--- config.mk ---
export PLATFORM = sky130hd
export DESIGN_NAME = xgmii_rx_link_monitor
export DESIGN_NICKNAME = d
export VERILOG_FILES = /design/src/rtl/xgmii_rx_link_monitor.sv
export SDC_FILE = /design/constraint.sdc
export NUM_CORES = 1
export LEC_CHECK = 0
export ABC_AREA = 1
export CAP_MARGIN = 20
export CORE_UTILIZATION = 51
export DETAILED_ROUTE_END_ITERATION = 12
export GPL_TIMING_DRIVEN = 0
export PLACE_DENSITY = 0.94
export SYNTH_ARGS = -nofsm -noshare
export SYNTH_HDL_FRONTEND = slang
export SYNTH_SLANG_ARGS = --single-unit
--- constraint.sdc ---
create_clock -name clk -period 5.3 [get_ports clk]
set_clock_uncertainty 0.05 [all_clocks]
set_input_delay 1.06 -clock clk [delete_from_list [all_inputs] [get_ports clk]]
set_output_delay 1.06 -clock clk [all_outputs]
set_load 0.02 [all_outputs]
--- src/rtl/xgmii_rx_link_monitor.sv ---
// xgmii_rx_link_monitor
//
// Link-fault monitor between the 10GBASE-R PHY receive XGMII and the MAC.
// It detects local/remote fault sequences (IEEE 802.3 clause 46) on the 72-bit
// two-column data/control bus and drives the resulting fault status. Received
// words are passed to the MAC one cycle later, with idles substituted while a
// fault is active. A saturating counter records columns containing /E/.
//
// Ports
//   clk            156.25 MHz XGMII receive clock
//   rst_n          asynchronous active-low reset
//   phy_rx_ready   PHY receive-ready; low forces local fault
//   rx_dc_in       PHY word, lane i = [9i+8:9i] (bit 9i+8 = control)
//                  lanes 0-3 = column A (earlier), lanes 4-7 = column B
//   rx_dc_out      registered word to the MAC, same format
//   link_fault     00 ok, 01 local fault, 10 remote fault
//   link_ok        high when link_fault == 00
//   err_count      saturating count of columns holding an /E/ character
//   err_count_clr  synchronous clear of err_count
//
// Fault state
//   state        | meaning
//   FAULT_OK     | link up, data passed through
//   FAULT_LOCAL  | local fault (received LF run or PHY not ready), idles sent
//   FAULT_REMOTE | remote fault (received RF run), idles sent

module xgmii_rx_link_monitor (
  input  logic        clk,
  input  logic        rst_n,
  input  logic        phy_rx_ready,
  input  logic [71:0] rx_dc_in,
  output logic [71:0] rx_dc_out,
  output logic [1:0]  link_fault,
  output logic        link_ok,
  output logic [15:0] err_count,
  input  logic        err_count_clr
);

  localparam logic [71:0] IDLE72 = {8{9'h107}};

  typedef enum logic [1:0] {
    FAULT_OK     = 2'b00,
    FAULT_LOCAL  = 2'b01,
    FAULT_REMOTE = 2'b10
  } fault_e;

  typedef struct packed {
    fault_e     fault;
    logic [1:0] last_type;
    logic [2:0] seq_cnt;
    logic [6:0] col_cnt;
  } mon_t;

  localparam mon_t RESET_STATE = '{fault: FAULT_LOCAL, last_type: 2'b00,
                                   seq_cnt: 3'd0, col_cnt: 7'd0};

  // One column's effect on the sequence/fault tracker.
  function automatic mon_t col_step(input mon_t s, input logic [35:0] col);
    mon_t       n;
    logic       is_seq;
    logic [1:0] seq_type;
    n        = s;
    // Lane3 is 9'h001 (LF) or 9'h002 (RF); its low two bits give the type
    // directly in link_fault encoding.
    seq_type = col[28:27];
    is_seq   = (col[8:0] == 9'h19C) && (col[17:9] == 9'h000) &&
               (col[26:18] == 9'h000) &&
               ((col[35:27] == 9'h001) || (col[35:27] == 9'h002));
    if (is_seq) begin
      n.col_cnt = 7'd0;
      if (seq_type == s.last_type) begin
        if (s.seq_cnt != 3'd4) n.seq_cnt = s.seq_cnt + 3'd1;
      end else begin
        n.last_type = seq_type;
        n.seq_cnt   = 3'd1;
      end
      if (n.seq_cnt == 3'd4) n.fault = fault_e'(seq_type);
    end else if (s.col_cnt == 7'd127) begin
      // 128 consecutive non-sequence columns: fault clears and the run resets.
      n = '{fault: FAULT_OK, last_type: 2'b00, seq_cnt: 3'd0, col_cnt: 7'd0};
    end else begin
      n.col_cnt = s.col_cnt + 7'd1;
    end
    return n;
  endfunction

  function automatic logic col_has_err(input logic [35:0] col);
    return (col[8:0] == 9'h1FE) || (col[17:9] == 9'h1FE) ||
           (col[26:18] == 9'h1FE) || (col[35:27] == 9'h1FE);
  endfunction

  mon_t        state_q;
  mon_t        state_mid;
  mon_t        state_d;
  logic [71:0] data_d;
  logic [1:0]  err_inc;
  logic [16:0] err_sum;
  logic [15:0] err_d;

  always_ff @(posedge clk or negedge rst_n) begin
    if (!rst_n) begin
      state_q   <= RESET_STATE;
      rx_dc_out <= IDLE72;
      err_count <= 16'd0;
    end else begin
      state_q   <= state_d;
      rx_dc_out <= data_d;
      err_count <= err_d;
    end
  end

  always_comb begin
    state_mid = state_q;
    state_d   = state_q;
    data_d    = IDLE72;
    err_inc   = 2'd0;
    err_sum   = 17'd0;
    err_d     = err_count;

    // Column B sees the tracker as left by column A.
    state_mid = col_step(state_q, rx_dc_in[35:0]);
    if (phy_rx_ready) begin
      state_d = col_step(state_mid, rx_dc_in[71:36]);
    end else begin
      state_d = RESET_STATE;
    end

    if (state_d.fault == FAULT_OK) data_d = rx_dc_in;

    err_inc = {1'b0, col_has_err(rx_dc_in[35:0])} +
              {1'b0, col_has_err(rx_dc_in[71:36])};
    err_sum = {1'b0, err_count} + {15'd0, err_inc};
    if (err_count_clr) begin
      err_d = 16'd0;
    end else if (phy_rx_ready) begin
      err_d = err_sum[16] ? 16'hFFFF : err_sum[15:0];
    end
  end

  assign link_fault = state_q.fault;
  assign link_ok    = (state_q.fault == FAULT_OK);

endmodule

==> run metrics <==
status=finished clean; final worst-path cycle share=91.7%; FF+latch count, synth=102; yosys warns=0; min Tclk post-route=4.86 ns; leakage=3.41 nW; Worst VDD drop=0.147 mV; starting density of the core=53.3%; Worst-Skew Late Latency=0.38 ns; Synth Flop Type=dfrtp_1; CTS sink cnt=102; Via-to-Cell Ratio=5.24; Seq/Total Area, Yosys=46.5%; Hold WS=0.554 ns; setup TNS=0 ns; Post-Route WL=15000 µm; Post-synth ARST share=100%; dpl hpwl=11600 µm; most frequent cells in the layout=clkdlybuf4s50_1, inv_1, nand2_1, dfrtp_1, nor2_1; gr busiest metal=met2; Core Footprint=10500 µm²; met2 Use GR=50.7%; RSZ-0062 raised after global routing=false; nature of the critical path startpoint=input pin; clock slew at reported path FFs=0.11 ns; CTS Buffer Depth=2; critical path peak fanout=10; GR Overflow Total=0; initial antenna violation count=0; HP Class=flip-flop to flip-flop; PwrDens=188 nW/µm²; cts bufs inserted=9; DRT Pass-1 Iters=5; ant diodes=0; f_max=0.206 GHz; WP data arrival=5.10 ns; hold_buf cts=0; Die Y=107 µm; Die ar.=11400 µm²; met1 GRT Util=30.4%; Synth Area per Inst=8.84 µm²; DR vias=4974; fillers=675; via count of the first global-routing pass=4967; Setup CP Type=input pin to flip-flop; Tot Pwr=0.00143 W; number of port buffers=166; post-synth top area share=31.0%; Worst-Margin Slew=0.573 ns; syn nets=715; first-pass GRT wire length=23700 µm; # DRC=0; layout cells sized above 1=16.5%; largest cells by area after synthesis=dfrtp_1, dfstp_2, nor2_4; H-tree levels=3; Antenna Nets Post-Route=0; final hold vios=0; pins over their slew limit=0; Post-Synthesis Cell Area=5580 µm²; CP Capture Type=flip-flop; Root Buffer=clkbuf_8; CTS tree=built; RD Place Congestion=0.946; largest net degree at the start of global routing=63; GRT Util Overall=27.1%; Final setup viols=0; Yosys cell types=40; Post-synth EDFFs=0; I/O pin cnt=167; Iter 0 DRT Violations=355; leading cell type in the layout, fill and taps excluded=clkdlybuf4s50_1; routed wire length per instance=15.8 µm; Chip Width=107 µm; relative slew slack=61.5%; Data required, critical path=5.54 ns; nets@finish=893; layout overhead on the synthesized area=37.0%; Site Rows=37; Max-Cap Viols=0; Synth Instances=631; met3 usage=4.48%; post-route core utilization=73.0%; Yosys top cell by area=dfrtp_1
-- path summary, 6_finish.rpt --
kind | startpoint | endpoint | slack, ns | depth (start not counted)
worst max-delay path | rx_dc_in[40] | err_count[0]$_DFFE_PN0P_ | 0.44 | 16
worst max register to register | state_q[0]$_DFF_PN0_ | rx_dc_out[11]$_DFF_PN1_ | 2.22 | 17
min in group asynchronous | rst_n | rx_dc_out[70]$_DFF_PN0_ | 0.59 | 1
max in group asynchronous | rst_n | rx_dc_out[19]$_DFF_PN1_ | 3.87 | 2
worst min register to register | err_count[1]$_DFFE_PN0P_ | err_count[1]$_DFFE_PN0P_ | 0.55 | 2
worst min-delay path | err_count[1]$_DFFE_PN0P_ | err_count[1]$_DFFE_PN0P_ | 0.55 | 2
-- repair_timing --
| action | in CTS | in global routing |
|---|---|---|
| gates resized for setup | 0 | 1 |
| buffers inserted | 0 | 0 |
| endpoints found under the setup margin | 0 | 1 |
-- per-layer routing --
metal / vias to the layer above / wire length [µm]
met5: - / 0
met4: 0 / 468
met3: 34 / 839
met2: 214 / 8010
met1: 2371 / 5650
li1: 2355 / -
-- where the power goes --
| group | switching (W) | internal, W | total (W) |
|---|---|---|---|
| registers | 0.00000145 | 0.000781 | 0.000783 |
| logic | 0.0000831 | 0.0000678 | 0.000151 |
| clock network | 0.000312 | 0.000187 | 0.000499 |
-- registers in the layout, indices dropped and copies added, names as in the netlist --
register,flops
rx_dc_out,72
err_count,16
state_q,12
link_fault,2
-- final cells by class --
type	count	area [µm²]	share of cell area, %
repair buffers	167	1690	22.1
multi-input cells	396	2400	31.5
clock buffers	9	124	1.62
clock inverters	7	77.6	1.02
flip-flops and latches	102	2590	34.0
well taps	136	170	2.23
plain buffers	16	143	1.87
inverters	117	442	5.78
-- synth_stat cells, types with 7 or more instances --
library cell and n:
a21oi_1 9, xor2_1 17, ha_1 7, nand3_1 55
inv_1 110, nor2_1 62, nand2_1 85, nor3_1 13
dfrtp_1 69, nand3b_1 12, nand4_1 17, dfstp_2 33
o21ai_0 25, nor4_1 12, nor2_2 8, nor2_4 43
-- metrics by stage --
step	setup slack, ns	cells	cell area [µm²]
after global placement	-0.497	933	7410
after floorplan	1.43	631	5580
after detailed placement	-0.0105	934	7430
after global routing	0.169	950	7640
final	0.441	950	7640
after CTS	0.338	950	7630
-- cell families (layout without fill, tap and decap cells) --
| group | after synthesis | in the layout | synth area share, % |
|---|---|---|---|
| compound gates | 51 | 51 | 5.41 |
| xor+xnor | 20 | 20 | 3.14 |
| fa+ha+maj | 8 | 8 | 1.93 |
| buf+inv | 133 | 316 | 10.5 |
| flops | 102 | 102 | 46.5 |
| simple gates | 317 | 317 | 32.5 |
-- worst max-delay path, cell delays in order --
cell and delay [ns]:
clkdlybuf4s50_1 0.46, inv_1 0.08, nor3_1 0.49, nand3_1 0.14, o31ai_1 0.38, a311oi_1 0.14
fa_1 0.40, inv_1 0.09, ha_1 0.18, nand3_1 0.11, nor3_1 0.31, nand2_1 0.21
nor4_2 0.43, clkbuf_1 0.37, o21ai_0 0.15, o21ai_0 0.10
Note: power is estimated with default switching activity, not from simulation.
